[src/rtl/coef_bus_arbiter_if.sv]
// Coefficient bus interface: four requester data lanes with their valid bits,
// the one-hot accept strobe and mux select back to the requesters, and the
// registered valid/ready output stage towards the shared consumer.
// master = requesters + consumer side, slave = the arbiter.
interface coef_bus_arbiter_if #(
    parameter int DW = 16
);
    logic [3:0]    req;
    logic [DW-1:0] din0;
    logic [DW-1:0] din1;
    logic [DW-1:0] din2;
    logic [DW-1:0] din3;
    logic [3:0]    gnt;
    logic [1:0]    sel;
    logic          busy;
    logic [DW-1:0] dout;
    logic          dout_valid;
    logic          dout_ready;

    modport master (
        output req, din0, din1, din2, din3, dout_ready,
        input  gnt, sel, busy, dout, dout_valid
    );

    modport slave (
        input  req, din0, din1, din2, din3, dout_ready,
        output gnt, sel, busy, dout, dout_valid
    );
endinterface

[src/rtl/coef_bus_arbiter.sv]
// coef_bus_arbiter: round-robin burst arbiter sharing one coefficient bus
// between four requesters. An owner keeps the bus for up to BURST beats (or
// until it drops req), then the arbiter spends one IDLE cycle re-arbitrating.
// Granted words are registered into a single-entry valid/ready output stage.
// Optional macro COEF_ARB_FIXED_PRIO_EN: when defined, IDLE picks the
// lowest-index requester (0 highest) and no last-owner register exists.
module coef_bus_arbiter #(
    parameter int DW    = 16,
    parameter int BURST = 4
) (
    input  logic              clk,
    input  logic              rst_n,
    coef_bus_arbiter_if.slave bus
);

    // Beat counter is at least one bit wide even when BURST == 1.
    localparam int CW = (BURST > 1) ? $clog2(BURST) : 1;
    localparam logic [CW-1:0] LAST_BEAT = CW'(BURST - 1);

    typedef enum logic {
        IDLE  = 1'b0,
        GRANT = 1'b1
    } state_t;

    state_t        state;
    logic [1:0]    owner;
    logic [CW-1:0] beat_cnt;
    logic [DW-1:0] dout_q;
    logic          dout_valid_q;

`ifndef COEF_ARB_FIXED_PRIO_EN
    logic [1:0]    last;
    logic [1:0]    cand;
    logic          found;
`endif

    logic          out_free;
    logic          beat;
    logic [3:0]    owner_oh;
    logic [DW-1:0] din_sel;
    logic [1:0]    pick;

    // Output stage can take a new word when empty or being drained this cycle.
    always_comb begin
        out_free = !dout_valid_q || bus.dout_ready;
        owner_oh = 4'b0001 << owner;
        beat     = (state == GRANT) && bus.req[owner] && out_free;
        case (owner)
            2'd0:    din_sel = bus.din0;
            2'd1:    din_sel = bus.din1;
            2'd2:    din_sel = bus.din2;
            default: din_sel = bus.din3;
        endcase
    end

`ifdef COEF_ARB_FIXED_PRIO_EN
    // Fixed priority: lowest set req bit wins.
    always_comb begin
        pick = 2'd0;
        for (int k = 3; k >= 0; k--) begin
            if (bus.req[k]) begin
                pick = k[1:0];
            end
        end
    end
`else
    // Round robin: first set req bit after the previous owner, wrapping mod 4.
    always_comb begin
        pick  = 2'd0;
        cand  = 2'd0;
        found = 1'b0;
        for (int k = 1; k <= 4; k++) begin
            cand = last + k[1:0];
            if (!found && bus.req[cand]) begin
                pick  = cand;
                found = 1'b1;
            end
        end
    end
`endif

    // Arbitration FSM: owner selection, burst counting and release.
    always_ff @(posedge clk or negedge rst_n) begin
        if (!rst_n) begin
            state    <= IDLE;
            owner    <= 2'd0;
            beat_cnt <= '0;
`ifndef COEF_ARB_FIXED_PRIO_EN
            last     <= 2'd3;
`endif
        end else begin
            case (state)
                IDLE: begin
                    if (|bus.req) begin
                        owner    <= pick;
                        beat_cnt <= '0;
                        state    <= GRANT;
                    end
                end
                GRANT: begin
                    if (!bus.req[owner]) begin
                        // Owner went quiet: give the bus up early.
`ifndef COEF_ARB_FIXED_PRIO_EN
                        last  <= owner;
`endif
                        state <= IDLE;
                    end else if (out_free) begin
                        beat_cnt <= beat_cnt + CW'(1);
                        if (beat_cnt == LAST_BEAT) begin
`ifndef COEF_ARB_FIXED_PRIO_EN
                            last  <= owner;
`endif
                            state <= IDLE;
                        end
                    end
                end
                default: state <= IDLE;
            endcase
        end
    end

    // Single-entry output register; a beat and a drain may coincide.
    always_ff @(posedge clk or negedge rst_n) begin
        if (!rst_n) begin
            dout_q       <= '0;
            dout_valid_q <= 1'b0;
        end else if (beat) begin
            dout_q       <= din_sel;
            dout_valid_q <= 1'b1;
        end else if (bus.dout_ready) begin
            dout_valid_q <= 1'b0;
        end
    end

    // Accept strobe is withheld while the output stage is full and stalled.
    assign bus.gnt        = (state == GRANT) ? (owner_oh & {4{out_free}}) : 4'b0000;
    assign bus.sel        = owner;
    assign bus.busy       = (state == GRANT);
    assign bus.dout       = dout_q;
    assign bus.dout_valid = dout_valid_q;

endmodule

[src/flat_wrapper.sv]
// flat-port wrapper written by rule: the top's interface ports become plain ports
module coef_bus_arbiter_flat 
#(
    parameter int DW    = 16,
    parameter int BURST = 4
)
  (clk, rst_n, bus_req, bus_din0, bus_din1, bus_din2, bus_din3, bus_dout_ready, bus_gnt, bus_sel, bus_busy, bus_dout, bus_dout_valid);
  coef_bus_arbiter_if #(.DW(DW)) bus_i ();
  input  logic clk;
  input  logic rst_n;
  input wire logic [$bits(bus_i.req)-1:0] bus_req;
  input wire logic [$bits(bus_i.din0)-1:0] bus_din0;
  input wire logic [$bits(bus_i.din1)-1:0] bus_din1;
  input wire logic [$bits(bus_i.din2)-1:0] bus_din2;
  input wire logic [$bits(bus_i.din3)-1:0] bus_din3;
  input wire logic [$bits(bus_i.dout_ready)-1:0] bus_dout_ready;
  output wire logic [$bits(bus_i.gnt)-1:0] bus_gnt;
  output wire logic [$bits(bus_i.sel)-1:0] bus_sel;
  output wire logic [$bits(bus_i.busy)-1:0] bus_busy;
  output wire logic [$bits(bus_i.dout)-1:0] bus_dout;
  output wire logic [$bits(bus_i.dout_valid)-1:0] bus_dout_valid;
  assign bus_i.req = bus_req;
  assign bus_i.din0 = bus_din0;
  assign bus_i.din1 = bus_din1;
  assign bus_i.din2 = bus_din2;
  assign bus_i.din3 = bus_din3;
  assign bus_i.dout_ready = bus_dout_ready;
  assign bus_gnt = bus_i.gnt;
  assign bus_sel = bus_i.sel;
  assign bus_busy = bus_i.busy;
  assign bus_dout = bus_i.dout;
  assign bus_dout_valid = bus_i.dout_valid;
  coef_bus_arbiter #(.DW(DW), .BURST(BURST)) u_core (.clk(clk), .rst_n(rst_n), .bus(bus_i));
endmodule
[config.mk]
export PLATFORM = sky130hd
export DESIGN_NAME = coef_bus_arbiter_flat
export DESIGN_NICKNAME = d
export VERILOG_FILES = /design/src/rtl/coef_bus_arbiter_if.sv /design/src/rtl/coef_bus_arbiter.sv /design/src/flat_wrapper.sv
export SDC_FILE = /design/constraint.sdc
export NUM_CORES = 1
export LEC_CHECK = 0
export CAP_MARGIN = 20
export CORE_ASPECT_RATIO = 0.75
export CORE_MARGIN = 2
export CORE_UTILIZATION = 41
export CTS_CLUSTER_DIAMETER = 30
export CTS_CLUSTER_SIZE = 20
export DETAILED_ROUTE_END_ITERATION = 12
export GPL_TIMING_DRIVEN = 0
export PLACE_DENSITY = 0.86
export REMOVE_ABC_BUFFERS = 1
export SYNTH_ARGS = -nofsm -noshare
export SYNTH_HDL_FRONTEND = slang
export SYNTH_SLANG_ARGS = --single-unit
[constraint.sdc]
create_clock -name clk -period 2.8 [get_ports clk]
set_clock_uncertainty 0.05 [all_clocks]
set_input_delay 0.56 -clock clk [delete_from_list [all_inputs] [get_ports clk]]
set_output_delay 0.56 -clock clk [all_outputs]
set_load 0.05 [all_outputs]
==> metrics <==
number of placement rows 19; CTS tree built; DRT iter0 DRCs 140; simple-gate share of the synthesized area 0.0828; Clock Power Share 0.076; antenna diode count 0; DIE HEIGHT 58.4 um; dpl ws -0.185 ns; number of synthesized register bits 24; switching fraction of total power 0.460; Reg clk slew, reported paths 0.08 ns; critical path peak fanout 7; leading post-synthesis cells by cell area dfrtp_1 34%, mux4_2 24%, mux2_4 15%; final hold violation count 0; cell accounting for the most synthesized area dfrtp_1; initial core utilization 0.436; Worst Path Buf+Inv 2; share of post-route cells with drive strength above 1 0.219; capturing element type of the critical path output pin; multiplexer share of the synthesized area 0.405; peak ir drop on the vdd network 0.000640 V; Final setup viols 0; count of cell types in the netlist 33; Max-slew headroom 0.559; count of pins over their slew limit 0; DRC violation count after routing 0; compound-gate portion of the synthesized area 0.0743; required time of the critical path 2.19 ns; H-tree levels 1; core region area 3710 um^2; measured slew at the worst slew-check pin 0.661 ns; vias per inst 5.38; routed vias 1409; ratio of final minimum period to clock period 0.972; Root Buffer clkbuf_8; hold_ws 0.464 ns; first-pass GRT wire length 8050 um; maximum clock insertion buffer count 2; run status finished, final reports clean; cell at the slowest stage of the critical path dlygate4sd2_1; Critical Setup Path Class in -> out; cell with the most instances after synthesis dfrtp_1; Post-synth EDFFs 0; total wirelength of the detailed-routed design 5050 um; buffers inserted by post-CTS timing repair 0; wire length per cell 19.3 um; RSZ-0062 raised after global routing false; sequential-to-total area share from yosys stat 0.373; detailed-routing iteration count for the pre-antenna-repair pass 4; Syn Inst Count 119; most common flop cell mapped by yosys dfrtp_1; PortBufs 94; portion of total power attributed to combinational logic 0.668; placed standard-cell area 2570 um^2; per-instance average area after synthesis 13.6 um^2; final setup margin 0.0795 ns; Yosys warning count 0; Period minus WS final 2.72 ns; cells along the critical path clkdlybuf4s50_1, nand2b_1, nand3_1, nor2_1, dlygate4sd2_1; Final Power 0.00305 W; crit path launch type input port; leftover overflow at the end of global routing 0; Highest Clock Rate 368 MHz; areal power density over the cells 1150 nW/um^2; global-route usage over all layers 0.233; Internal 0.00164 W; most common library cells after synthesis 22 x dfrtp_1, 17 x mux4_2, 16 x mux2_4, 7 x nand3_1, 6 x nor2_1; leakage component of the power 1.11 nW; netlist area before placement 1620 um^2; die width 76.5 um; post-synthesis adder-cell area fraction 0.00774; Worst-Skew Late Latency 0.26 ns; sw power 0.00140 W; detailed placement HPWL 3910 um; final RePlAce weighted congestion 0.932; number of antenna violations at the first check in global routing 0; top cell family by delay on the critical path buffers and inverters; Final #Nets 283; Maximum Capacitance Violations 0; TritonCTS Sinks 24; maximum number of pins on one net before global-route repair 26; part of the power in registers 0.255; reg2reg setup slack 0.47 ns; Critical Path AT 2.11 ns; number of antenna-violating nets in the routed design 0; Hold Path Class reg -> reg; setup TNS 0 ns; largest family of logic cells by synthesized area multiplexers; post-route design area 2650 um^2; xor and xnor area share after synthesis 0; Inserted Clock Buffers 3; worst stage delay on the critical path 0.53 ns; Area Growth Syn to Fin 63.9%; DIE AREA 4470 um^2; share of async-settable or async-resettable flops after synthesis 1.00; area share of the largest cell type after synthesis 0.341; number of global-route vias before repair 1483; I/O pin count 95
## path summary, 6_finish.rpt
path                                    startpoint             endpoint  depth (start not counted)
worst max-delay path                bus_dout_ready           bus_gnt[3]                          5
worst min-delay path            u_core.bus.dout[4]   u_core.bus.dout[4]                          1
worst max register to register   u_core.bus.sel[1]  u_core.bus.dout[13]                          3
worst min register to register  u_core.bus.dout[4]   u_core.bus.dout[4]                          1
max in group asynchronous                    rst_n    u_core.bus.sel[1]                          2
min in group asynchronous                    rst_n    u_core.bus.sel[0]                          1
## power by group through the flow
| stage | combinational [W] | sequential, W | clock (W) |
|---|---|---|---|
| after detailed placement | 0.00205 | 0.000782 | 0 |
| after global routing | 0.00213 | 0.000811 | 0.000255 |
| final | 0.00203 | 0.000778 | 0.000233 |
| after floorplan | 0.000870 | 0.00127 | 0 |
| after global placement | 0.00192 | 0.000796 | 0 |
| after CTS | 0.00204 | 0.000777 | 0.000233 |
## layer usage
layer  GRT usage  vias up  routed length [um]
met5           0        -                   0
met3      0.0445        2                 349
met2       0.425       81                2640
li1            -      646                   -
met4      0.0468        0                   8
met1       0.297      680                2060
## cell usage in the layout (no fill, tap or decap), drive strengths merged, types with 2 or more instances in the layout
cell type / count
a21oi: 5
dlygate4sd2: 3
mux4: 17
o22ai: 2
nand2b: 4
dfrtp: 22
clkdlybuf4s50: 90
nand2: 5
dfstp: 2
o21ai: 4
buf: 2
nor2: 6
nand3: 8
clkbuf: 5
mux2: 17
inv: 4
mux2i: 2
## through the flow
stage | std cells | utilization
finish | 262 | 0.714
global route | 262 | 0.714
CTS | 261 | 0.708
detailed placement | 257 | 0.694
global placement | 256 | 0.686
floorplan | 110 | -
## final cells by class
class,count,area [um^2]
fill,255,1060
sequential,24,606
tap,52,65.1
inverter,4,15.0
multi-input combinational,82,921
timing repair buffer,96,987
clock buffer,4,55.1
## repair_timing
item	CTS	global route
gates resized for setup	6	2
hold buffers	0	0
endpoints found under the hold margin	0	0
endpoints found under the setup margin	5	1
## flip-flops by register name (all words and copies together), names as in the netlist
| name | count |
|---|---|
| u_core.bus.sel | 2 |
| u_core.beat_cnt | 2 |
| u_core.bus.busy | 1 |
| u_core.bus.dout | 16 |
| u_core.last | 2 |
| u_core.bus.dout_valid | 1 |
## cells by family after synthesis
group,count (synthesis)
AOI/OAI and AO/OA,19
adders and majority gates,1
buffers and inverters,13
DFF,24
muxes,36
and+or+nand+nor,26
Note: power is estimated with default switching activity, not from simulation.
